### config.mk
export PLATFORM = sky130hd
export DESIGN_NAME = bus_rr_matrix
export DESIGN_NICKNAME = d
export VERILOG_FILES = /design/src/rtl/bus_pkg.sv /design/src/rtl/bus_rr_arbiter.sv /design/src/rtl/bus_rr_matrix.sv
export SDC_FILE = /design/constraint.sdc
export NUM_CORES = 1
export LEC_CHECK = 0
export BUFFER_PORTS_ARGS = -buffer_cell sky130_fd_sc_hd__buf_2
export CAP_MARGIN = 20
export CORE_AREA = 2 2 223 225
export CTS_CLUSTER_SIZE = 28
export DETAILED_ROUTE_END_ITERATION = 7
export DIE_AREA = 0 0 225 227
export PLACE_DENSITY = 0.3
export SYNTH_ARGS = -nofsm -noshare
export SYNTH_HDL_FRONTEND = slang
export SYNTH_SLANG_ARGS = --single-unit
### constraint.sdc
create_clock -name clk -period 1.3 [get_ports clk]
set_input_delay 0.065 -clock clk [delete_from_list [all_inputs] [get_ports clk]]
set_output_delay 0.065 -clock clk [all_outputs]
set_load 0.01 [all_outputs]
### src/rtl/bus_pkg.sv
// bus_pkg: shared index-width helper and read-return record for bus_rr_matrix.
`default_nettype none

package bus_pkg;

  localparam int MIDX_W = 3;  // up to 8 masters
  localparam int SIDX_W = 4;  // up to 16 slaves

  function automatic int idx_w(input int n);
    return (n <= 1) ? 1 : $clog2(n);
  endfunction

  typedef struct packed {
    logic              valid;
    logic              hit;
    logic [SIDX_W-1:0] sidx;
    logic [MIDX_W-1:0] midx;
  } rd_ret_t;

endpackage

`default_nettype wire

### src/rtl/bus_rr_arbiter.sv
// bus_rr_arbiter: round-robin arbiter that locks onto the owner while it keeps requesting.
// Rev 1.0
`default_nettype none

module bus_rr_arbiter
  import bus_pkg::*;
#(
  parameter int NUM_M = 2
) (
  input  logic                       clk,
  input  logic                       reset,
  input  logic [NUM_M-1:0]           req,
  output logic [NUM_M-1:0]           grant,
  output logic [idx_w(NUM_M)-1:0]    owner,
  output logic                       owner_vld
);

  localparam int MW = idx_w(NUM_M);

  logic [MW-1:0]    r_ptr;
  logic [MW-1:0]    r_owner;
  logic [NUM_M-1:0] r_grant;
  logic [MW-1:0]    w_win;
  logic             w_found;
  logic             w_lock;
  int               w_j;

  // First requester at or after the pointer, searching modulo NUM_M.
  always_comb begin
    w_found = 1'b0;
    w_win   = '0;
    w_j     = 0;
    for (int i = 0; i < NUM_M; i++) begin
      w_j = int'(r_ptr) + i;
      if (w_j >= NUM_M) w_j = w_j - NUM_M;
      if (!w_found && req[MW'(w_j)]) begin
        w_found = 1'b1;
        w_win   = MW'(w_j);
      end
    end
  end

  assign w_lock = (|r_grant) && req[r_owner];

  always_ff @(posedge clk or posedge reset) begin
    if (reset) begin
      r_grant <= '0;
      r_owner <= '0;
      r_ptr   <= '0;
    end else if (!w_lock) begin
      if (w_found) begin
        r_grant <= NUM_M'(1) << w_win;
        r_owner <= w_win;
        r_ptr   <= (int'(w_win) == NUM_M - 1) ? '0 : w_win + 1'b1;
      end else begin
        r_grant <= '0;
      end
    end
  end

  assign grant     = r_grant;
  assign owner     = r_owner;
  assign owner_vld = |r_grant;

endmodule

`default_nettype wire

### src/rtl/bus_rr_matrix.sv
// bus_rr_matrix: NUM_M-master / NUM_S-slave bus with RR arbitration and 1-cycle read return.
// Optional BUS_DECERR_EN: decode-error pulse on m_err plus a saturating 16-bit error counter.
`default_nettype none

module bus_rr_matrix
  import bus_pkg::*;
#(
  parameter int NUM_M   = 2,
  parameter int NUM_S   = 4,
  parameter int ADDR_W  = 16,
  parameter int DATA_W  = 64,
  parameter int DEC_LSB = 12
) (
  input  logic                     clk,
  input  logic                     reset,
  input  logic [NUM_M-1:0]         m_req,
  input  logic [NUM_M-1:0]         m_wr,
  input  logic [NUM_M*ADDR_W-1:0]  m_addr,
  input  logic [NUM_M*DATA_W-1:0]  m_dout,
  output logic [NUM_M-1:0]         m_grant,
  output logic [DATA_W-1:0]        m_din,
  output logic [NUM_M-1:0]         m_rvalid,
  output logic                     m_err,
  output logic [NUM_S-1:0]         s_sel,
  output logic                     s_wr,
  output logic [ADDR_W-1:0]        s_addr,
  output logic [DATA_W-1:0]        s_din,
  input  logic [NUM_S*DATA_W-1:0]  s_dout
);

  localparam int MW = idx_w(NUM_M);
  localparam int DW = ADDR_W - DEC_LSB;

  logic [MW-1:0]     w_owner;
  logic              w_owner_vld;
  logic              w_access;
  logic              w_wr;
  logic [ADDR_W-1:0] w_addr;
  logic [DATA_W-1:0] w_wdata;
  logic [DW-1:0]     w_dec;
  logic              w_hit;
  logic [SIDX_W-1:0] w_sidx;
  rd_ret_t           r_ret;

  bus_rr_arbiter #(.NUM_M(NUM_M)) u_arb (
    .clk       (clk),
    .reset     (reset),
    .req       (m_req),
    .grant     (m_grant),
    .owner     (w_owner),
    .owner_vld (w_owner_vld)
  );

  // An owner that has dropped its request performs no access this cycle.
  assign w_access = w_owner_vld && m_req[w_owner];
  assign w_wr     = m_wr[w_owner];
  assign w_addr   = m_addr[w_owner*ADDR_W +: ADDR_W];
  assign w_wdata  = m_dout[w_owner*DATA_W +: DATA_W];
  assign w_dec    = w_addr[ADDR_W-1:DEC_LSB];

  always_comb begin
    w_hit  = 1'b0;
    w_sidx = '0;
    s_sel  = '0;
    for (int i = 0; i < NUM_S; i++) begin
      if (32'(w_dec) == i) begin
        w_hit    = 1'b1;
        w_sidx   = SIDX_W'(i);
        s_sel[i] = w_access;
      end
    end
  end

  assign s_wr   = w_access & w_wr;
  assign s_addr = w_access ? w_addr  : '0;
  assign s_din  = w_access ? w_wdata : '0;

  always_ff @(posedge clk or posedge reset) begin
    if (reset) begin
      r_ret <= '0;
    end else begin
      r_ret.valid <= w_access & ~w_wr;
      r_ret.hit   <= w_hit;
      r_ret.sidx  <= w_sidx;
      r_ret.midx  <= MIDX_W'(w_owner);
    end
  end

  // Unmapped reads return zero rather than any slave's data.
  always_comb begin
    m_din = '0;
    if (r_ret.valid && r_ret.hit) m_din = s_dout[r_ret.sidx*DATA_W +: DATA_W];
  end

  always_comb begin
    m_rvalid = '0;
    for (int k = 0; k < NUM_M; k++) begin
      m_rvalid[k] = r_ret.valid && (32'(r_ret.midx) == k);
    end
  end

`ifdef BUS_DECERR_EN
  logic        r_err;
  logic [15:0] r_decerr_cnt;

  always_ff @(posedge clk or posedge reset) begin
    if (reset) begin
      r_err        <= 1'b0;
      r_decerr_cnt <= '0;
    end else begin
      r_err <= w_access & ~w_hit;
      if (w_access && !w_hit && r_decerr_cnt != 16'hFFFF) r_decerr_cnt <= r_decerr_cnt + 16'd1;
    end
  end

  assign m_err = r_err;
`else
  assign m_err = 1'b0;
`endif

endmodule

`default_nettype wire

# Word-level counts from Yosys, hierarchy flattened
# Cells that the tools add are included.
# word_totals
ff_bits	11
input_bits	422
output_inout_bits	154
word_cells	67
# classes
add_sub_neg	4
magnitude_cmp	5
n_eq_ne	3
shift	4
mux	30
n_bitwise	4
reduce_logical	10
# op_table
operator	n
256-bit by 11-bit indexed part select with 64-bit output	1
64-bit 2-to-1 mux	2
128-bit by 8-bit indexed part select with 64-bit output	1
32-bit by 6-bit indexed part select with 16-bit output	1
1-bit 2-to-1 mux	24
16-bit 2-to-1 mux	1
4-bit by 2-bit == test with 1-bit output, second input constant	2
4-bit 2-to-1 mux	2
1-bit by 3-bit less-than comparator with 1-bit output, second input constant	2
1-bit logical AND	5
4-bit by 1-bit == test with 1-bit output, second input constant	1
4-bit zero test	1
3-bit zero test	1
1-bit by 1-bit adder with 2-bit output, second input constant	1
1-bit bitwise AND	2
1-bit by 2-bit >= comparator with 1-bit output, second input constant	1
2-bit >= comparator, second input constant	1
1-bit by 2-bit less-than comparator with 1-bit output, second input constant	1
2-bit 2-to-1 mux	1
1-bit NOT	2
2-bit AND reduction	1
2-bit OR reduction	1
1-bit by 1-bit << shifter with 2-bit output, first input constant	1
1-bit subtractor, second input constant	2
2 further kinds	2

# Logic depth before layout (Yosys ltp)
# depth
ltp_word	11
mapped_depth	6
mapped_depth_nobuf	3

# By module
# From an unflattened synthesis, not the netlist that was laid out.
# unflattened
cells_unflattened	462
area_unflattened_um2	3930.0
# by_module_without_submodules
mod	instances	cells_each	area_per_inst_um2	seq_area_each_um2
bus_rr_matrix	1	439	3717.3	125.1
bus_rr_arbiter	1	23	212.7	100.1

# Worst setup path before layout
# Ideal clock, no wire load.
# synth_timing
path_kind	register -> output
start	reg u_arb.r_owner (netlist: u_arb.owner)
end	out s_sel[1]
arrival_time_ns	1.400
required_ns	1.235
path_slack_ns	-0.165
stages_incl_launch_ff	6
path_buffers	2
path_cell_list	dfrtp_1 > buf_4 > mux2_1 > o21ai_2 > buf_4 > nor4b_1
# synth_via
elab_chain_cells	4
word_cells_on_any_way	6
cone_classes	eq/ne: 1; shift: 1; mux: 3; reduce/logical: 1
# synth_rtl
element	line	text
from (decl)	bus_rr_arbiter.sv:21	logic [MW-1:0] r_owner;
from (signal assigned)	bus_rr_arbiter.sv:53	r_owner <= w_win;
branches (longest 3 deep; another with 32-bit by 6-bit indexed part select with 16-bit output)	-	
1-bit 2-to-1 mux (*)	bus_rr_matrix.sv:66	if (32'(w_dec) == i) begin
to (decl)	bus_rr_matrix.sv:24	output logic [NUM_S-1:0] s_sel,
# Mark *: on every way between the ends. The select of a mux whose other input is x is not followed.

# Final worst setup path
# layout_timing
start	reg r_ret[3] (netlist bit)
end	out m_din[33]
# layout_via
elab_chain_cells	2
# layout_rtl
element	line	text
from (decl)	bus_rr_matrix.sv:43	rd_ret_t r_ret;
256-bit by 11-bit indexed part select with 64-bit output	bus_rr_matrix.sv:92	if (r_ret.valid && r_ret.hit) m_din = s_dout[r_ret.sidx*DATA_W +: DATA_W];
64-bit 2-to-1 mux	bus_rr_matrix.sv:92	
to (decl)	bus_rr_matrix.sv:21	output logic [DATA_W-1:0] m_din,
# Every way passes these cells.

==> flow_summary.toml <==
[floorplanning]
ioPinCount = 576
rows = 81
die_area_um2 = 51080
die_w_um = 225
die_h_um = 227
initial_utilization = 0.07750
coreArea_um2 = 48550

[critical_path]
reg2reg_from = "u_arb.owner$_DFFE_PP0P_"
crit_slowest_cell = "dfrtp_4"
rr_worst_depth = 8
crit_end = "m_din[33]"
cp_cell_sequence = "clkbuf_16 > buf_4 > mux4_2 > and3_4 > buf_2"
worstSetupStartpoint = "r_ret[3]$_DFF_PP0_"
r2r-end = "u_arb.grant[1]$_DFFE_PP0N_"
crit_arrival_ns = 1.87
r2r_setup_slack_ns = -0.38
crit_path_start_kind = "flop"
cp_max_fo = 5
path_class = "flop to output pin"
cp-end-kind = "output pin"
critPathBufInv = 3
required_ns = 1.24
path_depth = 5
path_delay_family = "flip-flops"
cp_slowest_stage_delay_ns = 0.52

[outcome]
status = "finished, violations left"
violations = "negative setup slack"

[sta]
slew_violations = 0
hold_viol_final = 0
max_freq_mhz = 516.4
rsz0062_at_grt = "true"
fin_crit_ns = 1.936
setup_ws_ns = -0.6364
layout_worst_path_cycle_share = 1.490
timing.hold.ws_ns = 0.1863
final.setup_skew_ns = 0.001185
finalSetupViolCount = 157

[cells_and_area]
final_util = 0.2283
final_common_cell = "buf_2"
drive_gt1_frac = 0.9315
area_delta_synth_final_pct = 194.5
final_nets = 1430
most-common-layout-cells = "buf_2 (459), buf_6 (132), and3_4 (64)"

[grt]
gr-usage-all-layers = 0.1219
grt_max_degree = 37
antenna_found_initial = 21
grt_pass1_wl_um = 45010
overflow = 0
grt_pass1_vias = 6387

[route]
drcViolationCount = 0
wl_per_cell_um = 20.89
antenna_left = 0
vias = 6057
vias_per_cell = 3.707
drt-total-wl_um = 34140
dr.first_iter.drc_count = 161
dr.pass1.iters = 4

[synthesis]
syn_inst = 382
synth_top_flop_cell = "dfrtp_1"
ys_ff_latch = 9
yosys_warnings = 0
yosysTopAreaCell = "mux4_2"
synth_top_area_share = 0.3592
synth_nets = 804
syn-cell-area_um2 = 3762
synth_edf_count = 0
async_flop_share = 1.000
ys_seq_area_frac = 0.05986
postSynthAreaPerCell_um2 = 9.849
synth.distinct_cells = 29
synth_area_leaders = "mux4_2 (36%), mux2i_1 (22%), and3_1 (11%), nor2_1 (8.5%), dfrtp_1 (6.0%)"

[power]
power_frac_comb = 0.933
power_switching_mw = 7.021
p_leak_nw = 4.852
switching_share = 0.4124
ir_worst_vdd_uv = 866.3
clkPwrFrac = 0.032
seqPwrFrac = 0.034
p_int_mw = 10.00
power_density_nw_per_um2 = 1536

[cts]
clk_pin_slew_ns = 0.04
clkLatencyLatePin_ns = 0.23
cts_tree = "built"
numCtsBuffers = 3
clockBufferDepth = 2
root_buffer = "clkbuf_16"
cts.sinks = 9
h-tree-depth = 1

[flow_run]
cap_viol_max_count = 0

[placement]
portBuffers = 574
dp_hpwl_um = 27350
gp_congestion = 0.7684

[min_path]
hp-class = "input port to flop"
==> per-layer routing <==
layer / up-vias / part of all wire / GRT usage
li1: 2750 / - / -
met1: 2831 / 0.34 / 0.1265
met2: 410 / 0.54 / 0.2394
met3: 60 / 0.079 / 0.02930
met4: 6 / 0.036 / 0.03824
met5: - / 0.0010 / 0
==> synthesized netlist by cell type, types with 2 or more instances <==
cell type and count:
buf_4 5, mux2i_1 81, buf_2 17, and3_1 64
a21oi_1 2, inv_1 5, nor4b_1 2, dfrtp_1 9
buf_6 5, clkbuf_1 13, o22ai_1 2, mux4_2 60
buf_12 6, nor3_1 2, o21ai_0 2, a22o_1 4
nor2b_1 4, nor2_1 85, mux4_1 4
==> metrics by stage <==
stage	instance area (um^2)	instances	setup WS, ns	total power, mW	setup TNS (ns)
6_report	11080	1634	-0.6364	17.02	-78.66
5_1_grt	11080	1633	-0.6862	18.02	-87.86
4_1_cts	10510	1618	-0.6439	16.23	-79.77
3_5_place_dp	8308	1577	-0.4226	9.982	-44.26
3_3_place_gp	8308	1577	-0.4020	10.03	-44.94
2_1_floorplan	4467	382	-0.1054	6.527	-8.319
==> worst min-delay path, cell delays in order <==
cell     delay (ns)
buf_2          0.09
buf_4          0.14
a31oi_1        0.08
==> cells by family after synthesis <==
kind of cell / after synthesis / synth area share
AOI/OAI and AO/OA: 12 / 0.02195
buffers and inverters: 53 / 0.09977
and+or+nand+nor: 160 / 0.2095
xor gates and xnor gates: 1 / 0.002328
muxes: 146 / 0.6056
other: 1 / 0.0009967
DFF: 9 / 0.05986
==> power groups by stage <==
| stage | registers, mW | logic (mW) | clock network, mW |
|---|---|---|---|
| floorplan | 0.502 | 6.02 | 0 |
| global placement | 0.618 | 9.41 | 0 |
| detailed placement | 0.614 | 9.37 | 0 |
| CTS | 0.582 | 15.1 | 0.570 |
| global route | 0.608 | 16.8 | 0.585 |
| finish | 0.584 | 15.9 | 0.548 |
==> area by class of cell <==
class | instances | area [um^2]
sequential | 9 | 239.0
tap | 622 | 778.2
multi-input combinational | 320 | 4671
timing repair buffer | 669 | 5283
antenna | 5 | 12.51
fill | 5269 | 37460
clock buffer | 4 | 78.83
inverter | 5 | 18.77
==> flip-flops by register name, indices dropped and copies added (netlist names) <==
signal and flops:
r_ret 5, u_arb.grant 2, u_arb.owner 1, u_arb.r_ptr 1
==> how the worst min path moves through the flow <==
stage              from                 endpoint  slack, ns  cells past startpoint
6_report       m_req[0]  u_arb.owner$_DFFE_PP0P_       0.19                      3
3_5_place_dp      reset       r_ret[3]$_DFF_PP0_       0.11                      2
3_3_place_gp      reset       r_ret[3]$_DFF_PP0_       0.12                      2
5_1_grt        m_req[0]  u_arb.owner$_DFFE_PP0P_       0.21                      3
4_1_cts        m_req[0]  u_arb.owner$_DFFE_PP0P_       0.18                      3
2_1_floorplan     reset       r_ret[0]$_DFF_PP0_      -0.11                      1
==> what timing repair did <==
action / in CTS / in global routing
pin swaps: 69 / 74
buffers inserted: 18 / 11
endpoints found under the setup margin: 157 / 157
endpoints found under the hold margin: 9 / 0
gates cloned: 20 / 6
hold buffers: 1 / 0
resized for setup: 290 / 88
(Power assumes the default switching activity.)
